<file path="src/rtl/cnn_pkg.sv">
// Shared CNN classifier constants and the argmax FSM state encoding.
package cnn_pkg;

    localparam int W1          = 64;
    localparam int NUM_CLASSES = 10;
    localparam int CLS_W       = 4;

    typedef enum logic [1:0] {
        IDLE = 2'd0,
        SCAN = 2'd1,
        HOLD = 2'd2
    } state_t;

endpackage

</file>
<file path="src/rtl/signed_max_cmp.sv">
// Full-width signed strict greater-than comparator used by the argmax scan.
module signed_max_cmp #(
    parameter int W1 = 64
) (
    input  logic signed [W1-1:0] a,
    input  logic signed [W1-1:0] b,
    output logic                 gt
);

    assign gt = (a > b);

endmodule

</file>
<file path="src/rtl/fc_argmax_classifier.sv">
// Argmax over one frame of biased FC scores; returns the winning class index.
// Optional macro FC_ARGMAX_SCORE_OUT_EN exposes the winning score on m_score.
module fc_argmax_classifier #(
    parameter int W1          = cnn_pkg::W1,
    parameter int NUM_CLASSES = cnn_pkg::NUM_CLASSES,
    parameter int CLS_W       = cnn_pkg::CLS_W
) (
    input  logic                 clk,
    input  logic                 rst_n,
    input  logic                 s_valid,
    output logic                 s_ready,
    input  logic signed [W1-1:0] s_data,
    input  logic                 s_last,
    output logic                 m_valid,
    input  logic                 m_ready,
    output logic [CLS_W-1:0]     m_class,
    output logic                 m_err
`ifdef FC_ARGMAX_SCORE_OUT_EN
    ,
    output logic signed [W1-1:0] m_score
`endif
);

    import cnn_pkg::*;

    state_t               state;
    state_t               state_next;
    logic [CLS_W-1:0]     cnt;
    logic [CLS_W-1:0]     idx;
    logic signed [W1-1:0] best;
    logic                 gt;
    logic                 beat_fire;
    logic                 last_beat;
    logic                 frame_end;
    logic                 take;

    signed_max_cmp #(.W1(W1)) u_cmp (
        .a  (s_data),
        .b  (best),
        .gt (gt)
    );

    assign beat_fire = s_valid & s_ready;
    assign last_beat = (cnt == CLS_W'(NUM_CLASSES - 1));

    always_ff @(posedge clk or negedge rst_n) begin
        if (!rst_n) begin
            state <= IDLE;
        end else begin
            state <= state_next;
        end
    end

    // The first beat of a frame always loads; later beats load only on a strict win,
    // so ties keep the lower index.
    always_comb begin
        state_next = state;
        frame_end  = 1'b0;
        take       = 1'b0;
        case (state)
            IDLE, SCAN: begin
                if (beat_fire) begin
                    frame_end  = s_last | last_beat;
                    take       = (state == IDLE) | gt;
                    state_next = frame_end ? HOLD : SCAN;
                end
            end
            HOLD: begin
                if (m_valid && m_ready) begin
                    state_next = IDLE;
                end
            end
            default: state_next = IDLE;
        endcase
    end

    always_ff @(posedge clk or negedge rst_n) begin
        if (!rst_n) begin
            cnt     <= '0;
            idx     <= '0;
            best    <= '0;
            m_err   <= 1'b0;
            s_ready <= 1'b0;
            m_valid <= 1'b0;
        end else begin
            s_ready <= (state_next != HOLD);
            m_valid <= (state_next == HOLD);
            if (beat_fire) begin
                cnt <= frame_end ? '0 : cnt + 1'b1;
            end
            if (take) begin
                best <= s_data;
                idx  <= cnt;
            end
            // Length error: s_last and the final class beat must land together.
            if (beat_fire && frame_end) begin
                m_err <= s_last ^ last_beat;
            end
        end
    end

    assign m_class = idx;

`ifdef FC_ARGMAX_SCORE_OUT_EN
    assign m_score = best;
`else
    // best remains internal as the running maximum only.
`endif

endmodule

</file>
<file path="config.mk">
export PLATFORM = sky130hd
export DESIGN_NAME = fc_argmax_classifier
export DESIGN_NICKNAME = d
export VERILOG_FILES = /design/src/rtl/cnn_pkg.sv /design/src/rtl/signed_max_cmp.sv /design/src/rtl/fc_argmax_classifier.sv
export SDC_FILE = /design/constraint.sdc
export NUM_CORES = 1
export LEC_CHECK = 0
export CORE_MARGIN = 3
export CORE_UTILIZATION = 40
export DETAILED_ROUTE_END_ITERATION = 8
export PLACE_DENSITY_LB_ADDON = 0.08
export SLEW_MARGIN = 40
export SYNTH_ARGS = -nofsm -noshare
export SYNTH_HDL_FRONTEND = slang
export SYNTH_SLANG_ARGS = --single-unit
</file>
<file path="constraint.sdc">
create_clock -name clk -period 2.78 [get_ports clk]
set_clock_uncertainty 0.05 [all_clocks]
set_input_delay 0.556 -clock clk [delete_from_list [all_inputs] [get_ports clk]]
set_output_delay 0.556 -clock clk [all_outputs]
set_load 0.1 [all_outputs]
</file>
==> results of run 1 <==
-- what timing repair did --
item / 4_1_cts / 5_1_grt
resized for setup: 43 / 81
pin swaps: 18 / 47
gates cloned: 3 / 1
buffers inserted: 7 / 7
setup endpoints to repair: 68 / 68
-- cells by family (layout without fill, tap and decap cells) --
group           after synthesis  in the layout  synth area share [%]
compound gates              127            127                  17.1
xor+xnor                      2              2                 0.302
fa+ha+maj                    67             67                  14.5
buf+inv                     127            256                  9.20
flops                        77             77                  33.3
mux                           1              1                 0.194
simple gates                268            268                  25.5
-- flip-flops by register name (all words and copies together) (netlist names) --
register	count
best	64
m_valid	1
m_class	4
cnt	4
state	2
s_ready	1
m_err	1
-- per-stage QoR --
step,total power (uW),util [%]
2_1_floorplan,5370,-
3_3_place_gp,6870,51.4
3_5_place_dp,6990,51.4
4_1_cts,8890,55.9
5_1_grt,10100,59.9
6_report,9350,59.9
-- worst max-delay path: cells and delay by family --
family | cells | cell delay [ns]
buf+inv | 2 | 0.67
compound gates | 4 | 0.86
simple gates | 3 | 0.48
fa+ha+maj | 1 | 0.32
-- layer usage --
metal / global-route usage, % / vias up / share of wire (%)
li1: - / 2771 / -
met1: 28.9 / 2871 / 44
met2: 37.7 / 191 / 49
met3: 4.04 / 19 / 5.1
met4: 5.93 / 0 / 1.6
met5: 0 / - / 0
-- cell type report --
type / count / area, sq um
Inverter: 69 / 259
Fill cell: 1209 / 5620
Clock inverter: 7 / 73.8
Sequential cell: 77 / 1930
Tap cell: 180 / 225
Multi-Input combinational cell: 465 / 3890
Timing Repair Buffer: 171 / 1810
Clock buffer: 9 / 225
-- how the worst max path moves through the flow --
stage / endpoint / startpoint / slack, ns / cells after the start
2_1_floorplan: best[17]$_DFFE_PN0P_ / s_ready$_DFF_PN0_ / 0.13 / 9
3_3_place_gp: best[55]$_DFFE_PN0P_ / s_data[30] / -0.51 / 11
3_5_place_dp: best[53]$_DFFE_PN0P_ / s_data[30] / -0.55 / 11
4_1_cts: best[38]$_DFFE_PN0P_ / s_data[38] / -0.006 / 12
5_1_grt: best[37]$_DFFE_PN0P_ / s_data[28] / -0.008 / 13
6_report: best[49]$_DFFE_PN0P_ / s_data[10] / 0.06 / 10
-- cell usage in the layout (no fill, tap or decap), types with 2 or more instances in the layout --
master	Yosys	final
and3_4	0	2
dlymetal6s2s_1	0	40
dfrtp_1	77	77
clkinv_4	0	2
buf_12	0	13
a21o_1	8	8
a211oi_2	0	3
clkinv_2	0	2
buf_16	0	3
o211ai_1	50	50
a21oi_1	28	27
nand4_4	0	2
nor3_2	0	3
o21ai_1	0	2
nor4_4	1	2
clkdlybuf4s50_1	0	15
clkbuf_16	0	10
nand3_1	148	147
nor2_1	7	6
and4_1	2	2
o211ai_2	20	20
buf_6	3	4
a221o_1	2	2
nand4_1	81	81
buf_4	4	80
nand2_1	14	14
ha_4	0	33
buf_8	0	3
ha_1	67	34
a31o_2	2	2
dlygate4sd2_1	0	12
nand3_2	1	2
o21a_1	4	4
inv_1	69	69
-- power by group --
group,switching [uW],internal [uW]
Clock,527,699
Combinational,3470,2640
Sequential,340,1670
Total,4340,5010
==> run summary, run 1 <==
Routed WL per cell: 18.6 microns
clk sink count: 77
# rows: 43
total track usage: 22.1%
DR pass1 iterations: 8
Die Ht: 126 microns
post-placement cell count: 944
YS warnings: 0
worst skew pair latency: 0.35 ns
Critical Path RT: 2.96 ns
Seq/Total Area, Yosys: 33.3%
P per Cell Area: 1110 mW/mm^2
core box area: 0.0140 sq mm
Layout Nets: 929
Antenna Nets Post-Route: 0
WL final: 18.2 mm
Leak: 0.00394 uW
top-area cell type share of the netlist area: 33.3%
worst r2r src: best[25]$_DFFE_PN0P_
crit end category: flop
Setup WS post-layout: 0.0579 ns
Setup TNS: 0 ns
Worst-Margin Slew: 0.544 ns
Syn Nets: 805
EDFF count, synth: 0
Port Buf Inserts: 75
vias per cell: 5.98
Synth area leaders: dfrtp_1 33%, ha_1 14%, nand3_1 13%
Worst Reg-to-Reg Cells: 13
H-tree levels: 3
first-pass GRT wire length: 28.8 mm
fin. max-slew vios: 0
Tcrit/Tclk final: 97.9%
FF-to-FF setup slack: 0.22 ns
initial DRC count: 459
Antenna Diode Count: 0
vias in the first global route: 5,751
max frequency: 367 MHz
initial antenna violation count: 0
synthesized area: 0.00579 sq mm
Synth area leader: dfrtp_1
largest net degree at the start of global routing: 106
final setup fails: 0
CTS Buffer Depth: 2
Async SR Flop Fraction: 100%
cells after synthesis: 669
post-route cell area: 0.00842 sq mm
Starting Density: 41.3%
final hold vios: 0
most common flop cell mapped by yosys: dfrtp_1
Vias: 5,852
Cell Area, Placed: 0.00722 sq mm
Worst R2R End: best[62]$_DFFE_PN0P_
crit path DAT: 2.90 ns
startpoint types: input pin
Slew Limit Headroom: 63.8%
crit-path cells: clkdlybuf4s50_1 -> ha_1 -> nand4_1 -> nor3_2 -> a21boi_4 -> o41ai_4 -> a211o_4 -> clkbuf_16 -> o211ai_1 -> nand3_1
hold buffers post-CTS: 0
# DRC: 0
Avg Inst Size Synth: 8.66 sq um
Crit Path Max Fanout: 14
slowest CP cell: clkdlybuf4s50_1
die span in x: 126 microns
status: completed
CTS tree: yes
Area Growth Syn to Fin: 45.3%
Max-Cap Viols: 0
Synth top cells by count: 148 x nand3_1, 81 x nand4_1, 77 x dfrtp_1
Post-DP HPWL: 11.2 mm
Root Driver: clkbuf_16
layout cells sized above 1: 25.2%
Tightest Hold Check Type: in -> async
CTS buffer count: 9
clock-pin slew on the worst setup and hold paths: 0.07 ns
die area: 0.0160 sq mm
kind of critical path: in -> reg
Worst VDD drop: 536 uV
io pins: 76
Synth Register Bits: 77
Cell Count, Final, Fillers Out: 978
GR Overflow Total: 0
most common cell in the netlist: nand3_1
final worst path period need: 2.72 ns
Synth cell types: 43
Final GP Congestion: 0.807
setup slack at placement: -0.546 ns
critical path's largest stage delay: 0.45 ns
Hold WS: 0.135 ns
Note: power is estimated with default switching activity, not from simulation.
==> run 2: changes to the inputs <==
--- a/config.mk
+++ b/config.mk
@@ -5,7 +5,7 @@
 export SDC_FILE = /design/constraint.sdc
 export NUM_CORES = 1
 export LEC_CHECK = 0
-export CORE_MARGIN = 3
+export ABC_CLOCK_PERIOD_IN_PS = 2780
 export CORE_UTILIZATION = 40
 export DETAILED_ROUTE_END_ITERATION = 8
 export PLACE_DENSITY_LB_ADDON = 0.08
==> run summary, run 2 (synthesis gave the netlist of run 1 again) <==
status: completed
Reg with most FFs: best
FF-to-FF setup slack: 0.13 ns (-0.09 ns)
Largest register FFs: 64 (unchanged)
initial DRC count: 439 (-4.4%)
final worst path period need: 2.74 ns (+0.0187 ns)
largest net degree at the start of global routing: 137 (+29%)
most common cell after layout, fill and taps aside: nand3_1
Critical Path RT: 2.95 ns (about the same)
Max-Cap Viols: 0 (unchanged)
Slew Limit Headroom: 57.5% (-6.3 points)
die area: 0.0150 sq mm (-6.2%)
Tightest Hold Check Type: in -> async
Antenna Nets Post-Route: 0 (unchanged)
die span in x: 122 microns (-3.2%)
Worst R2R End: best[23]$_DFFE_PN0P_
# DRC: 0 (unchanged)
Area Growth Syn to Fin: 46.6%
Layout Nets: 929 (unchanged)
Routed WL per cell: 19.6 microns (+5.2%)
Total Power: 9530 uW (+1.9%)
Worst VDD drop: 592 uV (+10%)
vias per cell: 5.97 (-0.26%)
crit-path cells: clkdlybuf4s50_1 -> ha_1 -> buf_4 -> a21oi_1 -> a21oi_1 -> o41ai_4 -> buf_4 -> a21oi_4 -> buf_6 -> buf_12 -> nand3_1 -> nand3_1
worst r2r src: best[31]$_DFFE_PN0P_
Worst-Margin Slew: 0.638 ns (+0.0943 ns)
io pins: 76 (unchanged)
post-placement cell count: 944 (unchanged)
core box area: 0.0140 sq mm (-0.38%)
Port Buf Inserts: 75 (unchanged)
Cell Area, Placed: 0.00725 sq mm (+0.35%)
clock-pin slew on the worst setup and hold paths: 0.06 ns (about the same)
startpoint types: input pin
Crit Path Max Fanout: 11 (-3)
H-tree levels: 3 (unchanged)
Final GP Congestion: 0.773 (-4.3%)
vias in the first global route: 5,746 (-0.087%)
Die Ht: 122 microns (-3.2%)
layout cells sized above 1: 25.0% (-0.22 points)
# rows: 43 (unchanged)
most frequent cells in the layout: 147 x nand3_1, 81 x nand4_1, 77 x dfrtp_1
WL final: 19.2 mm (+5.2%)
clock share of power: 11.7% (-1.4 points)
clk sink count: 77 (unchanged)
Psw: 4470 uW (+3.0%)
Filler cells: 1,173 (-3.0%)
post-route cell area: 0.00849 sq mm (+0.88%)
Starting Density: 41.4% (+0.16 points)
CTS Buffer Depth: 2 (unchanged)
total track usage: 24.1% (+2.0 points)
fin. max-slew vios: 0 (unchanged)
Cell Count, Final, Fillers Out: 978 (unchanged)
Root Driver: clkbuf_16
Vias: 5,837 (-0.26%)
power share of the combinational group: 67.0% (+1.6 points)
Leak: 0.00400 uW (+1.7%)
GR Overflow Total: 0 (unchanged)
CTS tree: yes
area of the multi-input gates: 0.00392 sq mm (+0.77%)
CTS buffer count: 9 (unchanged)
Sequential Power Share: 21.3% (-0.2 points)
Tcrit/Tclk final: 98.6% (+0.67 points)
crit end category: flop
P per Cell Area: 1120 mW/mm^2 (+1.1%)
crit path DAT: 2.91 ns (about the same)
Worst Reg-to-Reg Cells: 13 (unchanged)
critical path's largest stage delay: 0.45 ns (about the same)
worst skew pair latency: 0.35 ns (about the same)
Hold WS: 0.148 ns (+0.0127 ns)
final setup fails: 0 (unchanged)
Setup TNS: 0 ns (unchanged)
initial antenna violation count: 0 (unchanged)
DR pass1 iterations: 4 (-4)
first-pass GRT wire length: 28.3 mm (-1.8%)
max frequency: 365 MHz (-0.68%)
Reg area: 0.00193 sq mm (unchanged)
kind of critical path: in -> reg
Post-DP HPWL: 10.9 mm (-2.4%)
hold buffers post-CTS: 0 (unchanged)
Power Internal: 5070 uW (+1.1%)
switch share: 46.9% (+0.47 points)
slowest CP cell: clkdlybuf4s50_1
final hold vios: 0 (unchanged)
## run 2: changes by cell type in the layout (fill, tap and decap cells not counted), moves of 3 or more
cell,before,now
dlymetal6s2s_1,40,46
buf_6,4,8
dlygate4sd2_1,12,4
buf_4,80,74
clkbuf_16,10,15
clkbuf_1,0,3
## run 2: power groups by stage
stage / Sequential (uW) / Combinational (uW) / Clock (uW)
final: 2030 / 6390 / 1110
after global placement: 2010 / 4950 / 0
after floorplan: 2240 / 3130 / 0
after global routing: 2090 / 6950 / 1160
after detailed placement: 2030 / 5070 / 0
after CTS: 2020 / 5210 / 1130
## run 2: layout make-up
type,instances,share of cell area [%]
clock buffers,13,2.95
multi-input cells,465,46.2
inverters,69,3.05
flip-flops and latches,77,22.7
repair buffers,171,22.3
diodes,1,0.0295
well taps,180,2.65
clock inverters,2,0.118
## run 2: repair_timing
item / in CTS / in global routing
pin swaps: 14 / 80
setup endpoints to repair: 68 / 68
gates cloned: 1 / 9
resized for setup: 20 / 103
buffers inserted: 1 / 7
## run 2: worst max-delay path by stage
stage,cells after the start,from,to,slack [ns]
after floorplan,9,s_ready$_DFF_PN0_,best[17]$_DFFE_PN0P_,0.13
after global placement,11,s_data[30],m_class[0]$_DFFE_PN0P_,-0.61
after detailed placement,11,s_data[30],best[5]$_DFFE_PN0P_,-0.60
after CTS,11,s_data[33],best[49]$_DFFE_PN0P_,0.0003
after global routing,12,s_data[41],best[50]$_DFFE_PN0P_,-0.05
final,12,s_data[11],best[23]$_DFFE_PN0P_,0.04
## run 2: critical path: cells and delay by family
family / cells / cell delay, ns
AND/OR/NAND/NOR: 2 / 0.17
adder cells (fa/ha/maj): 1 / 0.35
buffers and inverters: 5 / 1.08
AO/OA/AOI/OAI: 4 / 0.74
## run 2: routing by layer
metal / wire, microns / track usage (%)
met4: 296 / 9.22
met1: 8600 / 31.6
met3: 798 / 2.83
met5: 0 / 0
met2: 9490 / 40.5
## run 2: per-stage QoR
| step | worst slack [ns] | util [%] |
|---|---|---|
| 3_3_place_gp | -0.605 | 51.8 |
| 2_1_floorplan | 0.127 | - |
| 5_1_grt | -0.0542 | 60.7 |
| 4_1_cts | 0.000311 | 54.4 |
| 3_5_place_dp | -0.598 | 51.8 |
| 6_report | 0.0392 | 60.7 |
